`config.mk`:
```
export PLATFORM = sky130hd
export DESIGN_NAME = fir_decimate
export DESIGN_NICKNAME = d
export VERILOG_FILES = /design/src/rtl/fir_pkg.sv /design/src/rtl/axis_skid_buffer.sv /design/src/rtl/fir_decimate.sv
export SDC_FILE = /design/constraint.sdc
export NUM_CORES = 1
export LEC_CHECK = 0
export BUFFER_PORTS_ARGS = -buffer_cell sky130_fd_sc_hd__clkbuf_2
export CAP_MARGIN = 10
export CORE_MARGIN = 10
export CORE_UTILIZATION = 47
export CTS_CLUSTER_SIZE = 8
export DETAILED_ROUTE_END_ITERATION = 6
export GPL_TIMING_DRIVEN = 1
export PLACE_DENSITY = 0.76
export SYNTH_ARGS = -nofsm -noshare
export SYNTH_HDL_FRONTEND = slang
export SYNTH_SLANG_ARGS = --single-unit
```
`constraint.sdc`:
```
create_clock -name clk -period 1.5 [get_ports clk]
set_input_delay 0.15 -clock clk [delete_from_list [all_inputs] [get_ports clk]]
set_output_delay 0.15 -clock clk [all_outputs]
set_load 0.01 [all_outputs]
```
`src/rtl/fir_pkg.sv`:
```
// Shared types and arithmetic helpers for the decimator. Narrowing saturates
// when FIR_DECIM_SAT_EN is defined and wraps (keeps the low bits) otherwise.
package fir_pkg;

  localparam int IN_W_DEF  = 32;
  localparam int OUT_W_DEF = 16;
  localparam int ACC_W     = 64;

  typedef logic signed [IN_W_DEF-1:0] fir_sample_t;
  typedef logic signed [ACC_W-1:0]    wide_t;

  // Round half up, then arithmetic shift; the wide type leaves headroom for the carry.
  function automatic wide_t round_shift(input wide_t x, input int shift);
    if (shift > 0)
      return (x + (wide_t'(1) <<< (shift - 1))) >>> shift;
    else
      return x;
  endfunction

  function automatic wide_t narrow(input wide_t r, input int out_w);
`ifdef FIR_DECIM_SAT_EN
    wide_t hi;
    wide_t lo;
    hi = (wide_t'(1) <<< (out_w - 1)) - wide_t'(1);
    lo = -(wide_t'(1) <<< (out_w - 1));
    if (r > hi)
      return hi;
    else if (r < lo)
      return lo;
    else
      return r;
`else
    return r & ((wide_t'(1) <<< out_w) - wide_t'(1));
`endif
  endfunction

endpackage

```
`src/rtl/axis_skid_buffer.sv`:
```
// Two-entry registered AXI-Stream buffer: output register plus skid register,
// with a registered ready that is low exactly while the skid entry is occupied.
module axis_skid_buffer #(
  parameter int WIDTH = 17
) (
  input  logic             clk,
  input  logic             rst_in,
  input  logic             in_valid,
  output logic             in_ready,
  input  logic [WIDTH-1:0] in_data,
  output logic             out_valid,
  input  logic             out_ready,
  output logic [WIDTH-1:0] out_data
);

  logic             out_valid_reg, out_valid_next;
  logic [WIDTH-1:0] out_data_reg, out_data_next;
  logic             skid_valid_reg, skid_valid_next;
  logic [WIDTH-1:0] skid_data_reg, skid_data_next;
  logic             ready_reg;
  logic             push;

  always_comb begin
    out_valid_next  = out_valid_reg;
    out_data_next   = out_data_reg;
    skid_valid_next = skid_valid_reg;
    skid_data_next  = skid_data_reg;
    push            = in_valid & ready_reg;
    if (!out_valid_reg || out_ready) begin
      // Output slot frees this cycle; the skid entry is older than any new beat.
      if (skid_valid_reg) begin
        out_valid_next  = 1'b1;
        out_data_next   = skid_data_reg;
        skid_valid_next = 1'b0;
      end else begin
        out_valid_next = push;
        if (push)
          out_data_next = in_data;
      end
    end else if (push) begin
      skid_valid_next = 1'b1;
      skid_data_next  = in_data;
    end
  end

  always_ff @(posedge clk) begin
    if (rst_in) begin
      out_valid_reg  <= 1'b0;
      out_data_reg   <= '0;
      skid_valid_reg <= 1'b0;
      skid_data_reg  <= '0;
      ready_reg      <= 1'b0;
    end else begin
      out_valid_reg  <= out_valid_next;
      out_data_reg   <= out_data_next;
      skid_valid_reg <= skid_valid_next;
      skid_data_reg  <= skid_data_next;
      ready_reg      <= ~skid_valid_next;
    end
  end

  assign in_ready  = ready_reg;
  assign out_valid = out_valid_reg;
  assign out_data  = out_data_reg;

endmodule

```
`src/rtl/fir_decimate.sv`:
```
// AXI-Stream decimator/rescaler: keeps every DECIM-th beat (and every tlast beat),
// rounds and shifts it, narrows to OUT_W (FIR_DECIM_SAT_EN selects saturation).
module fir_decimate
  import fir_pkg::*;
#(
  parameter int IN_W  = IN_W_DEF,
  parameter int OUT_W = OUT_W_DEF,
  parameter int DECIM = 4,
  parameter int SHIFT = 8
) (
  input  logic             clk,
  input  logic             rst_in,
  input  logic             s00_axis_tvalid,
  output logic             s00_axis_tready,
  input  logic [IN_W-1:0]  s00_axis_tdata,
  input  logic             s00_axis_tlast,
  output logic             m00_axis_tvalid,
  input  logic             m00_axis_tready,
  output logic [OUT_W-1:0] m00_axis_tdata,
  output logic             m00_axis_tlast
);

  localparam int PW = (DECIM > 1) ? $clog2(DECIM) : 1;

  logic [PW-1:0]    phase_reg, phase_next;
  logic             accept;
  logic             keep;
  wide_t            x_wide, r_wide, n_wide;
  logic [OUT_W-1:0] out_sample;

  assign accept = s00_axis_tvalid & s00_axis_tready;
  assign keep   = accept & ((phase_reg == '0) | s00_axis_tlast);

  always_comb begin
    phase_next = phase_reg;
    if (accept) begin
      // tlast realigns so the next packet starts on a kept beat.
      if (s00_axis_tlast || phase_reg == PW'(DECIM - 1))
        phase_next = '0;
      else
        phase_next = phase_reg + 1'b1;
    end
  end

  always_ff @(posedge clk) begin
    if (rst_in)
      phase_reg <= '0;
    else
      phase_reg <= phase_next;
  end

  assign x_wide     = ACC_W'(signed'(s00_axis_tdata));
  assign r_wide     = round_shift(x_wide, SHIFT);
  assign n_wide     = narrow(r_wide, OUT_W);
  assign out_sample = n_wide[OUT_W-1:0];

  logic unused_hi;
  assign unused_hi = ^n_wide[ACC_W-1:OUT_W];

  axis_skid_buffer #(
    .WIDTH(OUT_W + 1)
  ) u_skid (
    .clk      (clk),
    .rst_in   (rst_in),
    .in_valid (keep),
    .in_ready (s00_axis_tready),
    .in_data  ({s00_axis_tlast, out_sample}),
    .out_valid(m00_axis_tvalid),
    .out_ready(m00_axis_tready),
    .out_data ({m00_axis_tlast, m00_axis_tdata})
  );

endmodule

```
==> results.py <==
metrics = {
    "synthesis": {
        "synth_top_area_cell": "dfxtp_1",
        "synth.most_common_cell": "dfxtp_1",
        "synthCells": 222,
        "synth_compound_area_share_pct": 22.2,
        "synth_flop_cell": "dfxtp_1",
        "synth-xor-area-share_pct": 3.93,
        "synth.area.mux_share_pct": 2.50,
        "synth-adder-area-share_pct": 1.87,
        "synth-edff-count": 0,
        "synth_top_cells_by_count": "dfxtp_1 (39), nor2_1 (21), nand3_1 (16)",
        "ys_types": 46,
        "ys_warn_count": 0,
        "synth.avg_cell_area_um2": 9.03,
        "async_flop_share_pct": 0,
        "synthSimpleGateAreaFrac_pct": 25.4,
        "synth_top_area_share_pct": 39.0,
        "synth_top_family_by_area": "simple AND/OR/NAND/NOR gates",
        "ys_ff_latch": 39,
        "ys_seq_area_share_pct": 39.0,
        "syn_nets": 262,
        "syn_area_um2": 2000,
        "netlist_top_cells_area": "dfxtp_1 (39%), nand3_1 (4.0%), nor2_1 (3.9%)",
    },
    "setup_path": {
        "cp_max_fo": 5,
        "ff2ff_setup_slack_ns": 0.05,
        "startpoint": "phase_reg[0]",
        "required_ns": 1.72,
        "r2r-end": "u_skid.out_data[1]",
        "r2r_cells": 8,
        "critPathCapture": "u_skid.out_data[1]",
        "reg2reg_from": "phase_reg[0]",
        "cp_data_arrival_time_ns": 1.67,
        "path_class": "register to register",
        "crit_path_start_kind": "register",
        "critPathCaptureType": "register",
    },
    "route": {
        "wl_per_cell_um": 15.0,
        "drtIter0Drc": 98,
        "drcViolationCount": 0,
        "via_count": 1835,
        "detail-route-antenna-nets": 0,
        "routed_via_density": 5.53,
        "routed_wl_mm": 4.99,
        "firstDrtPassIters": 4,
    },
    "timing": {
        "finalCriticalPeriod_ns": 1.45,
        "post-route-worst-setup-slack_ns": 0.0482,
        "hold_viol_final": 0,
        "finalSetupViolCount": 0,
        "skew_ns": 0.00401,
        "fmax_mhz": 689,
        "maxSlewViolCount": 0,
        "max-slew-margin-rel_pct": 70.8,
        "tightest_slew_ns": 0.434,
        "fin_crit_sh_pct": 96.8,
        "setup_tns_ns": 0,
        "rsz0062_at_grt": "true",
    },
    "floorplanning": {
        "dieArea_um2": 7280,
        "die-height_um": 85.3,
        "die_x_um": 85.3,
        "ios": 56,
        "fp-row-count": 23,
        "coreArea_um2": 4060,
        "start_util_pct": 49.4,
    },
    "pwr": {
        "leakagePower_uw": 0.000996,
        "ir_drop_mv": 0.473,
        "p_per_area_nw_per_um2": 819,
    },
    "cells_and_area": {
        "antenna_cells": 0,
        "area_growth_pct": 28.0,
        "multiInputGateArea_um2": 1190,
        "area.sequential_um2": 783,
        "final_cells": 332,
        "n_fill_cell": 342,
        "fin_nets": 323,
        "drive_above_1_share_pct": 36.9,
    },
    "global_routing": {
        "grt_max_degree": 23,
        "antenna_found_initial": 0,
        "grt_pass1_vias": 1755,
        "grt_first_pass_wirelength_mm": 8.13,
        "gr-usage-all-layers_pct": 13.4,
        "grt_overflow": 0,
    },
    "placement": {
        "dpl.hpwl_mm": 3.77,
        "place_congestion": 0.786,
        "place_ws_ns": -0.142,
        "io_buffers": 40,
        "place_inst": 324,
    },
    "clock_network": {
        "cts.sinks": 39,
        "cts-root-buf": "clkbuf_8",
        "clk_pin_slew_ns": 0.07,
        "cts_tree": "yes",
        "numCtsBuffers": 5,
        "ctsHoldBuffers": 0,
        "htree_num_levels": 2,
        "clockBufferDepth": 2,
        "clock_latency_ns": 0.29,
    },
    "outcome": {
        "status": "complete, no violations",
    },
    "min_path": {
        "min_path_type": "primary input to register",
        "holdCritStartpoint": "rst_in",
    },
    "job": {
        "cap_violations": 0,
    },
}
## logic make-up (layout without fill, tap and decap cells)
kind of cell    Yosys count  in the layout
mux                       5              5
compound gates           62             62
simple gates             82             82
xor+xnor                  9              9
flops                    39             39
fa+ha+maj                 3              3
buf+inv                  22             82
## per-layer routing
layer  global-route usage [%]  wire [um]  part of all wire [%]  vias up
li1                         -          -                     -      940
met1                     17.0       2350                    47      840
met2                     19.5       2170                    44       49
met3                     4.78        367                   7.4        6
met4                     6.74         92                   1.8        0
met5                        0          0                     0        -
## worst max-delay path: stages (launching register included)
cell and delay, ns:
dfxtp_2 0.33, inv_2 0.07, ha_4 0.13, o211ai_4 0.09, buf_6 0.15, a21boi_4 0.22
buf_6 0.15, o211ai_1 0.10, a21oi_1 0.14
## repair_timing
action | 4_1_cts | 5_1_grt
pin swaps | 2 | 4
gates resized for setup | 11 | 9
gates cloned | 0 | 1
setup buffers | 0 | 1
endpoints found under the setup margin | 23 | 29
## power by group
group	total (uW)	switching, uW	leakage, uW	internal, uW
logic	365	209	0.000641	156
registers	1100	20.9	0.000318	1070
clock network	642	332	0.0000371	310
## cells in the final DEF, fill, tap and decap left out, drive strengths merged, types with 7 or more instances in the layout
| cell type | count |
|---|---|
| inv | 7 |
| dfxtp | 39 |
| o211ai | 7 |
| nor3 | 12 |
| nand2 | 10 |
| o21ai | 17 |
| buf | 29 |
| clkbuf | 46 |
| a211oi | 11 |
| nor2 | 22 |
| xnor2 | 8 |
| nand3 | 17 |
| nand4 | 9 |
| a21oi | 9 |
## layout make-up
class	instances	area share, %
inverters	7	1.02
multi-input cells	161	46.3
well taps	50	2.44
clock buffers	6	2.83
repair buffers	69	16.9
flip-flops and latches	39	30.5
## stage by stage
stage / hold slack [ns] / cell area [um^2] / power, uW / util [%]
after global routing: 0.192 / 2560 / 2190 / 63.2
after detailed placement: 0.446 / 2400 / 1460 / 59.2
after CTS: 0.171 / 2520 / 2110 / 62.2
after floorplan: 0.252 / 2030 / 1300 / -
final: 0.180 / 2560 / 2100 / 63.2
after global placement: 0.441 / 2400 / 1450 / 59.2
## worst min-delay path by stage
stage	endpoint	slack, ns	cells past startpoint
floorplan	u_skid.out_data[4]	0.25	1
global placement	u_skid.out_data[1]	0.44	2
detailed placement	u_skid.out_data[1]	0.45	2
CTS	u_skid.out_data[1]	0.17	2
global route	u_skid.out_data[1]	0.19	2
finish	u_skid.out_data[1]	0.18	2
Power figures use the tool's default switching activity.
